### src/rtl/dma_arb_pkg.sv
// Shared definitions for the DMA channel arbiter: state encoding, channel geometry
// and the default beat quota.
package dma_arb_pkg;

  localparam int NUM_CHN        = 16;
  localparam int PRI_W          = 2;
  localparam int CHN_IDX_W      = 4;
  localparam int BEAT_CNT_W     = 5;
  localparam int BEAT_QUOTA_DEF = 4;

  typedef enum logic [1:0] {
    ST_IDLE  = 2'd0,
    ST_GRANT = 2'd1,
    ST_XFER  = 2'd2,
    ST_RELS  = 2'd3
  } arb_state_e;

endpackage

### src/rtl/rr_pick16.sv
// Masked round-robin find-first: returns the first set candidate at or above ptr,
// wrapping from channel 15 back to channel 0.
module rr_pick16
  import dma_arb_pkg::*;
(
  input  logic [NUM_CHN-1:0]   cand_mask,
  input  logic [CHN_IDX_W-1:0] ptr,
  output logic [NUM_CHN-1:0]   win_onehot,
  output logic [CHN_IDX_W-1:0] win_idx
);

  logic [2*NUM_CHN-1:0] dbl_mask;
  logic [NUM_CHN-1:0]   rot_mask;
  logic [CHN_IDX_W-1:0] off;
  logic                 found;

  // Rotating the doubled mask puts the pointer position at bit 0, so the
  // wrap-around search becomes a plain lowest-set-bit search.
  assign dbl_mask = {cand_mask, cand_mask};
  assign rot_mask = dbl_mask[ptr +: NUM_CHN];

  always_comb begin
    found = 1'b0;
    off   = '0;
    for (int i = 0; i < NUM_CHN; i++) begin
      if (!found && rot_mask[i]) begin
        found = 1'b1;
        off   = CHN_IDX_W'(i);
      end
    end
  end

  assign win_idx    = ptr + off;
  assign win_onehot = found ? (16'h0001 << win_idx) : '0;

endmodule

### src/rtl/chn_arb.sv
// Sixteen-channel DMA bus arbiter: priority-then-round-robin selection, bounded
// beat bursts per grant, and a one-cycle release gap before the next arbitration.
module chn_arb
  import dma_arb_pkg::*;
#(
  parameter int BEAT_QUOTA = BEAT_QUOTA_DEF
) (
  input  logic                     hclk,
  input  logic                     hrst,
  input  logic                     gbc_chnc_dmacen,
  input  logic [NUM_CHN-1:0]       chn_req,
  input  logic [NUM_CHN*PRI_W-1:0] chn_pri,
  input  logic                     hready,
  output logic [NUM_CHN-1:0]       busy_chn_code,
  output logic                     arb_bmux_trgvld,
  output logic                     arb_bmux_transvld,
  output logic [NUM_CHN-1:0]       chn_beat_ack,
  output logic                     arb_grant_done
);

  localparam logic [BEAT_CNT_W-1:0] LAST_BEAT = BEAT_CNT_W'(BEAT_QUOTA - 1);

  arb_state_e             state_q;
  logic [NUM_CHN-1:0]     busy_q;
  logic [CHN_IDX_W-1:0]   rr_ptr_q;
  logic [BEAT_CNT_W-1:0]  beat_cnt_q;
  logic                   trgvld_q;
  logic                   transvld_q;
  logic                   done_q;

  logic [PRI_W-1:0]       pri_arr [NUM_CHN];
  logic [PRI_W-1:0]       max_pri;
  logic [NUM_CHN-1:0]     cand_mask;
  logic [NUM_CHN-1:0]     win_onehot;
  logic [CHN_IDX_W-1:0]   win_idx;
  logic                   req_g;
  logic                   beat;
  logic                   xfer_exit;

  for (genvar gi = 0; gi < NUM_CHN; gi++) begin : g_pri
    assign pri_arr[gi] = chn_pri[gi*PRI_W +: PRI_W];
  end

  always_comb begin
    max_pri = '0;
    for (int n = 0; n < NUM_CHN; n++) begin
      if (chn_req[n] && (pri_arr[n] > max_pri)) begin
        max_pri = pri_arr[n];
      end
    end
  end

  // Only requesters sitting at the highest requested level take part in the
  // round-robin search.
  for (genvar gi = 0; gi < NUM_CHN; gi++) begin : g_cand
    assign cand_mask[gi] = chn_req[gi] & (pri_arr[gi] == max_pri);
  end

  rr_pick16 u_pick (
    .cand_mask  (cand_mask),
    .ptr        (rr_ptr_q),
    .win_onehot (win_onehot),
    .win_idx    (win_idx)
  );

  assign req_g     = |(chn_req & busy_q);
  assign beat      = (state_q == ST_XFER) & hready & transvld_q;
  assign xfer_exit = (beat & (beat_cnt_q == LAST_BEAT)) | ~req_g | ~gbc_chnc_dmacen;

  always_ff @(posedge hclk) begin
    if (hrst) begin
      state_q    <= ST_IDLE;
      busy_q     <= '0;
      rr_ptr_q   <= '0;
      beat_cnt_q <= '0;
      trgvld_q   <= 1'b0;
      transvld_q <= 1'b0;
      done_q     <= 1'b0;
    end else begin
      done_q <= 1'b0;
      case (state_q)
        ST_IDLE: begin
          if (gbc_chnc_dmacen && (|chn_req)) begin
            busy_q   <= win_onehot;
            rr_ptr_q <= win_idx + 4'd1;
            trgvld_q <= 1'b1;
            state_q  <= ST_GRANT;
          end
        end
        ST_GRANT: begin
          if (!gbc_chnc_dmacen) begin
            trgvld_q <= 1'b0;
            done_q   <= 1'b1;
            state_q  <= ST_IDLE;
          end else if (hready) begin
            beat_cnt_q <= '0;
            transvld_q <= req_g & gbc_chnc_dmacen;
            state_q    <= ST_XFER;
          end
        end
        ST_XFER: begin
          if (beat) begin
            beat_cnt_q <= beat_cnt_q + 5'd1;
          end
          if (xfer_exit) begin
            trgvld_q   <= 1'b0;
            transvld_q <= 1'b0;
            done_q     <= 1'b1;
            state_q    <= ST_RELS;
          end else begin
            transvld_q <= req_g & gbc_chnc_dmacen;
          end
        end
        ST_RELS: begin
          state_q <= ST_IDLE;
        end
        default: begin
          state_q <= ST_IDLE;
        end
      endcase
    end
  end

  // busy_q is left untouched outside the IDLE load so the bus mux can finish
  // the data phase of the last beat.
  assign busy_chn_code     = busy_q;
  assign arb_bmux_trgvld   = trgvld_q;
  assign arb_bmux_transvld = transvld_q;
  assign arb_grant_done    = done_q;
  assign chn_beat_ack      = beat ? busy_q : '0;

endmodule

### config.mk
export PLATFORM = sky130hd
export DESIGN_NAME = chn_arb
export DESIGN_NICKNAME = d
export VERILOG_FILES = /design/src/rtl/dma_arb_pkg.sv /design/src/rtl/rr_pick16.sv /design/src/rtl/chn_arb.sv
export SDC_FILE = /design/constraint.sdc
export NUM_CORES = 1
export LEC_CHECK = 0
export BUFFER_PORTS_ARGS = -buffer_cell sky130_fd_sc_hd__buf_2
export CELL_PAD_IN_SITES_DETAIL_PLACEMENT = 1
export CELL_PAD_IN_SITES_GLOBAL_PLACEMENT = 1
export CORE_UTILIZATION = 28
export DETAILED_ROUTE_END_ITERATION = 7
export PLACE_DENSITY = 0.63
export SLEW_MARGIN = 20
export SYNTH_ARGS = -nofsm -noshare
export SYNTH_HDL_FRONTEND = slang
export SYNTH_SLANG_ARGS = --single-unit
### constraint.sdc
create_clock -name hclk -period 52 [get_ports hclk]
set_clock_uncertainty 0.2 [all_clocks]
set_input_delay 5.2 -clock hclk [delete_from_list [all_inputs] [get_ports hclk]]
set_output_delay 5.2 -clock hclk [all_outputs]
set_load 0.1 [all_outputs]
**Word level (Yosys, flattened, before mapping)**

Cells that the tools add are included.

- Logic and storage cells: 206
- Bits in registers: 30

- Shifts and indexed selects: 2
- Order comparisons: 16
- Reduce and logical (&&, ||, !) cells: 57
- Equal/unequal tests: 27
- Multiplexer cells: 69
- Bitwise operators: 25
- Add/subtract/negate cells: 3

Operators by type and width:

| kind | count |
|---|---|
| 2-bit two-way mux | 22 |
| 2-bit == test | 16 |
| 1-bit logical AND | 32 |
| 16-bit two-way mux | 2 |
| 4-bit two-way mux | 8 |
| 16-bit OR reduction | 2 |
| 32-bit by 5-bit variable part select with 16-bit output | 1 |
| 2-bit > comparator | 15 |
| 1-bit two-way mux | 25 |
| 1-bit AND | 20 |
| 16-bit AND | 1 |
| 1-bit by 4-bit left shift with 16-bit output, first input constant | 1 |
| 1-bit zero test | 15 |
| 5-bit two-way mux | 3 |
| 3-bit two-way mux | 4 |
| 2-bit != test, second input constant | 6 |
| 5-bit case mux with 2 select lines | 1 |
| 2-bit case mux with 4 select lines | 1 |
| 4-bit AND reduction | 2 |
| 3-bit AND reduction | 2 |
| 5-bit by 1-bit adder with 5-bit output, second input constant | 1 |
| 5-bit by 2-bit == test with 1-bit output, second input constant | 1 |
| 4-bit by 1-bit adder with 4-bit output, second input constant | 1 |
| 4-bit adder | 1 |
| other kinds (12) | 16 |

**Depth between registers and ports, before layout**

- Depth after elaboration: 100
- Depth in mapped cells: 120
- Gate-level depth less buffers: 118

**Cells and area by module**

Synthesis repeated with hierarchy kept, for this count alone.

- Cells, all modules: 617
- Area total of the unflattened synthesis: 4854.7 µm²

Modules (own cells, without submodules):

| module | area each (µm²) | cells each | times used | seq. area each (µm²) |
|---|---|---|---|---|
| chn_arb | 3291.9 | 413 | 1 | 600.6 |
| rr_pick16 | 1562.7 | 204 | 1 | 0.0 |

**Worst setup path before layout**

OpenSTA, ideal clock, no wires.

- Path kind: input-to-reg
- Start: input port chn_pri[1]
- End: register busy_q[7], in the netlist busy_chn_code[7]
- Library setup time: 117 ps
- Setup slack: 26818 ps
- Cell stages on the path: 116
- Arrival time: 24864 ps
- Data required time: 51683 ps
- Buffers on the path: 1
- Cell sequence: and2_1 -> clkbuf_1 -> inv_1 -> ha_1 -> nor2b_1 -> o21ai_2 -> mux2_1 -> ha_1 -> nor2_1 -> nand2_1 -> a221oi_1 -> nor3b_1 -> a31o_1 -> ha_1 -> nor2_1 -> nand3_1 -> a21o_1 -> o21a_1 -> [80 not listed] -> and2_1 -> mux2_2 -> mux4_2 -> nand2_1 -> o21ai_1 -> mux2_2 -> nor4_2 -> and2_2 -> nand3_1 -> o221ai_1 -> ha_1 -> inv_1 -> fa_1 -> inv_1 -> ha_1 -> ha_1 -> and3_1 -> a32o_1

- Cells in the longest elaborated chain, start to end: 100
- Elaborated cells between the ends (all ways): 145
- Those cells by class: add/sub (1); order compare (16); eq/ne (16); shift (2); mux (48); bitwise (16); reduce/logical (46)

RTL lines:

| item | RTL line | text |
|---|---|---|
| from (decl) | chn_arb.sv:12 | `input logic [NUM_CHN*PRI_W-1:0] chn_pri,` |
| 2-bit by 1-bit > comparator with 1-bit output | chn_arb.sv:47 | `if (chn_req[n] && (pri_arr[n] > max_pri)) begin` |
| 1-bit logical AND | chn_arb.sv:47 |  |
| 2-bit two-way mux | chn_arb.sv:47 |  |
| 2-bit > comparator | chn_arb.sv:47 |  |
| 1-bit logical AND | chn_arb.sv:47 |  |
| 2-bit two-way mux | chn_arb.sv:47 |  |
| 2-bit > comparator | chn_arb.sv:47 |  |
| 1-bit logical AND | chn_arb.sv:47 |  |
| [84 not listed] | - |  |
| 1-bit logical AND | rr_pick16.sv:26 | `if (!found && rot_mask[i]) begin` |
| 1-bit two-way mux | rr_pick16.sv:26 |  |
| 1-bit zero test | rr_pick16.sv:26 |  |
| 1-bit logical AND | rr_pick16.sv:26 |  |
| 4-bit two-way mux | rr_pick16.sv:26 |  |
| 4-bit adder | rr_pick16.sv:33 | `assign win_idx = ptr + off;` |
| 1-bit by 4-bit left shift with 16-bit output | rr_pick16.sv:34 | `assign win_onehot = found ? (16'h0001 << win_idx) : '0;` |
| 16-bit two-way mux (*) | rr_pick16.sv:34 |  |
| to (signal assigned) | chn_arb.sv:84 | `busy_q <= win_onehot;` |
| to (decl) | chn_arb.sv:24 | `logic [NUM_CHN-1:0] busy_q;` |

Every way passes the cells marked *; elsewhere a longest branch is shown, timed or not.
A chain may end at the register's enable or synchronous reset.

**Worst setup path in the final report**

- Start: input port chn_req[0]
- End: register busy_q[6], in the netlist busy_chn_code[6]

- Cells in the longest elaborated chain, start to end: 99
- Elaborated cells between the ends (all ways): 147
- Those cells by class: add/sub (1); order compare (15); eq/ne (16); shift (2); mux (48); bitwise (16); reduce/logical (49)

RTL lines:

| item | RTL line | text |
|---|---|---|
| from (decl) | chn_arb.sv:11 | `input logic [NUM_CHN-1:0] chn_req,` |
| 1-bit logical AND | chn_arb.sv:47 |  |
| 2-bit two-way mux | chn_arb.sv:47 |  |
| 2-bit > comparator | chn_arb.sv:47 |  |
| 1-bit logical AND | chn_arb.sv:47 |  |
| 2-bit two-way mux | chn_arb.sv:47 |  |
| 2-bit > comparator | chn_arb.sv:47 |  |
| 1-bit logical AND | chn_arb.sv:47 |  |
| 2-bit two-way mux | chn_arb.sv:47 |  |
| [83 not listed] | - |  |
| 1-bit logical AND | rr_pick16.sv:26 |  |
| 1-bit two-way mux | rr_pick16.sv:26 |  |
| 1-bit zero test | rr_pick16.sv:26 |  |
| 1-bit logical AND | rr_pick16.sv:26 |  |
| 4-bit two-way mux | rr_pick16.sv:26 |  |
| 4-bit adder | rr_pick16.sv:33 |  |
| 1-bit by 4-bit left shift with 16-bit output | rr_pick16.sv:34 |  |
| 16-bit two-way mux | rr_pick16.sv:34 |  |

Several ways; a longest one is shown, not always the timed one.

==> flow_summary.yaml <==
yosys:
  syn_avg_cell_area_um2: 7.34
  synth_warnings: 0
  synth_edf_count: 0
  syn_inst: 740
  synth_top_area_share: 0.111
  yosysTopAreaCell: "dfxtp_1"
  yosysMostFrequentCell: "nor2_1"
  synthFlopType: "dfxtp_1"
  ys_top_cells_by_count: "83 x nor2_1, 77 x nand2_1, 41 x inv_1"
  mappedNetlistNets: 825
  synth_area_leaders: "dfxtp_1 11%, ha_1 7.4%, nor2_1 5.7%"
  ys_seq_area_frac: 0.111
  synth-seq-cells: 30
  yosysUniqueCellTypes: 94
  syn_area_um2: 5430
  synth_async_sr_flop_share: 0
critical_path:
  crit_required_ps: 52010
  worst_r2r_path_depth: 19
  critPathMaxStageDelay_ps: 590
  worst-r2r-setup-slack_ps: 46210
  crit_type: "input port to flip-flop"
  startpoint_type: "input port"
  cp.arrival_ps: 28220
  path_common_cell: "nor2_1"
  r2r-end: "busy_chn_code[7]"
  cp_max_fo: 14
  cpMaxStageDelayCell: "o211ai_1"
  r2r-start: "rr_ptr_q[2]"
  end_kind: "flip-flop"
die:
  dieArea_um2: 20000
  start_util: 0.288
  die_w_um: 141
  fp.dieH_um: 141
  pin_count: 87
  core_area_um2: 18800
  core.rowCount: 50
global_route:
  antenna_found_initial: 0
  met3_usage: 0.0177
  grt_max_degree: 29
  top_usage_layer: "met2"
  grt_first_pass_wirelength_mm: 31.9
  grt_pass1_vias: 5948
  grt.total_usage: 0.199
  grtUsageMet2: 0.324
  grt_util_met1: 0.285
  grt_remaining_overflow: 0
finish:
  synthToLayoutAreaGrowth_pct: 14.5
  fill_cells: 2385
  layout.cells.non_filler: 1066
  final_layout_size_suffix_gt1_frac: 0.184
  nets: 892
  antenna_cells: 0
power:
  ir_worst_vdd_v: 0.0000438
  total_power_mw: 0.359
  leakagePower_nw: 2.67
  power_density_nw_per_um2: 57.8
cts:
  h-tree-depth: 2
  post_cts_buffers: 0
  cts_buffers: 5
  postCtsHoldBufs: 0
  clk-insertion-delay-late_ps: 270
  clk_transition_reported_paths_ps: 50
  cts_sinks: 30
  cts_tree: "yes"
  post_cts_resized: 0
  clockRootBuffer: "clkbuf_16"
  ctsLongestPathBuffers: 2
worst_hold_path:
  holdCritStartpoint: "beat_cnt_q[4]"
  min_delay_worst_endpoint: "beat_cnt_q[4]"
  hp-class: "flip-flop to flip-flop"
  min_path_cells: 2
detailed_routing:
  vias: 5973
  first_iter_violations: 362
  ant_nets: 0
  finalWirelength_mm: 19.5
  drc_errors: 0
  first_pass_iters: 5
  wl_per_cell_um: 18.3
  vias_per_cell: 5.60
placement:
  dp.cells: 1060
  io_buffers: 86
  gp_congestion: 0.914
  dpl.hpwl_mm: 15.9
sta:
  hold_violations: 0
  min_period_ps: 28210
  fmax_mhz: 35.4
  finalSetupViolCount: 0
  max_slew_margin: 0.341
  drv_slew: 0
  worstMarginPinSlew_ps: 983
  rsz0062_at_grt: "no"
  final.setup.tns_ps: 0
  post-route-period-util: 0.542
job:
  maxCapViolations: 0
run_status:
  outcome: "finished, final reports clean"
## through the flow
step	util	setup WS (ps)	hold WS, ps	instance area (µm²)
4_1_cts	0.330	23900	324	6220
3_5_place_dp	0.323	23640	304	6080
2_1_floorplan	-	26820	280	5430
3_3_place_gp	0.323	24010	302	6080
6_report	0.330	23790	320	6220
5_1_grt	0.330	21600	362	6220
## worst max path at each step
stage	from	endpoint	slack [ps]	cells past startpoint
after CTS	chn_req[0]	busy_chn_code[6]	23900	116
after detailed placement	chn_req[0]	busy_chn_code[5]	23640	116
after global routing	chn_req[0]	busy_chn_code[7]	21600	117
after floorplan	chn_pri[1]	busy_chn_code[7]	26820	116
final	chn_req[0]	busy_chn_code[6]	23790	116
after global placement	chn_req[0]	busy_chn_code[14]	24010	116
## routing by layer
layer / up-vias / part of all wire
li1: 2918 / -
met1: 2854 / 0.48
met2: 181 / 0.45
met3: 20 / 0.055
met4: 0 / 0.014
met5: - / 0
## kinds of logic (layout without fill, tap and decap cells)
group | count (synthesis) | in the layout | share of synthesized area
compound gates | 225 | 225 | 0.333
xor+xnor | 47 | 47 | 0.0758
fa+ha+maj | 35 | 35 | 0.0811
buf+inv | 75 | 141 | 0.0583
flops | 30 | 30 | 0.111
mux | 25 | 25 | 0.0666
simple gates | 303 | 303 | 0.274
## state kept, by name (all words and copies together) (netlist names), named ones only
| signal | count |
|---|---|
| arb_bmux_trgvld | 1 |
| rr_ptr_q | 4 |
| state_q | 1 |
| beat_cnt_q | 5 |
| arb_grant_done | 1 |
| busy_chn_code | 16 |
| arb_bmux_transvld | 1 |
## report_power, final
group          total, mW  internal, mW  switching, mW  leakage (nW)
sequential        0.0346        0.0280        0.00658         0.243
clock             0.0276        0.0184        0.00914        0.0688
combinational      0.297         0.104          0.193          2.36
total              0.359         0.150          0.209          2.67
## critical path: cells and delay by family
family,cells,cell delay [ps]
AO/OA/AOI/OAI,48,9950
XOR/XNOR,2,640
adder cells (fa/ha/maj),17,4700
buffers and inverters,5,790
multiplexers,4,1370
AND/OR/NAND/NOR,40,5510
## layout by cell type (no fill, tap or decap), drive strengths merged, types with 10 or more instances in the layout
cell | synthesis | final
dfxtp | 30 | 30
xor2 | 17 | 17
nand3 | 30 | 30
inv | 42 | 42
buf | 11 | 93
nor3 | 24 | 24
a211oi | 18 | 18
nor2 | 84 | 84
a32o | 18 | 18
o211ai | 13 | 13
and2 | 31 | 31
nor4 | 11 | 11
a221oi | 13 | 13
o21ai | 35 | 35
a21oi | 23 | 23
ha | 32 | 32
xnor2 | 30 | 30
and3 | 11 | 11
nand2 | 78 | 78
mux2i | 10 | 10
## layout make-up
| cell class | count | area (µm²) | share of cell area |
|---|---|---|---|
| inverter | 42 | 158 | 0.0254 |
| multi-input combinational | 635 | 4510 | 0.726 |
| clock buffer | 6 | 139 | 0.0223 |
| sequential | 30 | 601 | 0.0966 |
| timing repair buffer | 93 | 483 | 0.0777 |
| tap | 260 | 325 | 0.0523 |
Power figures use the tool's default switching activity.
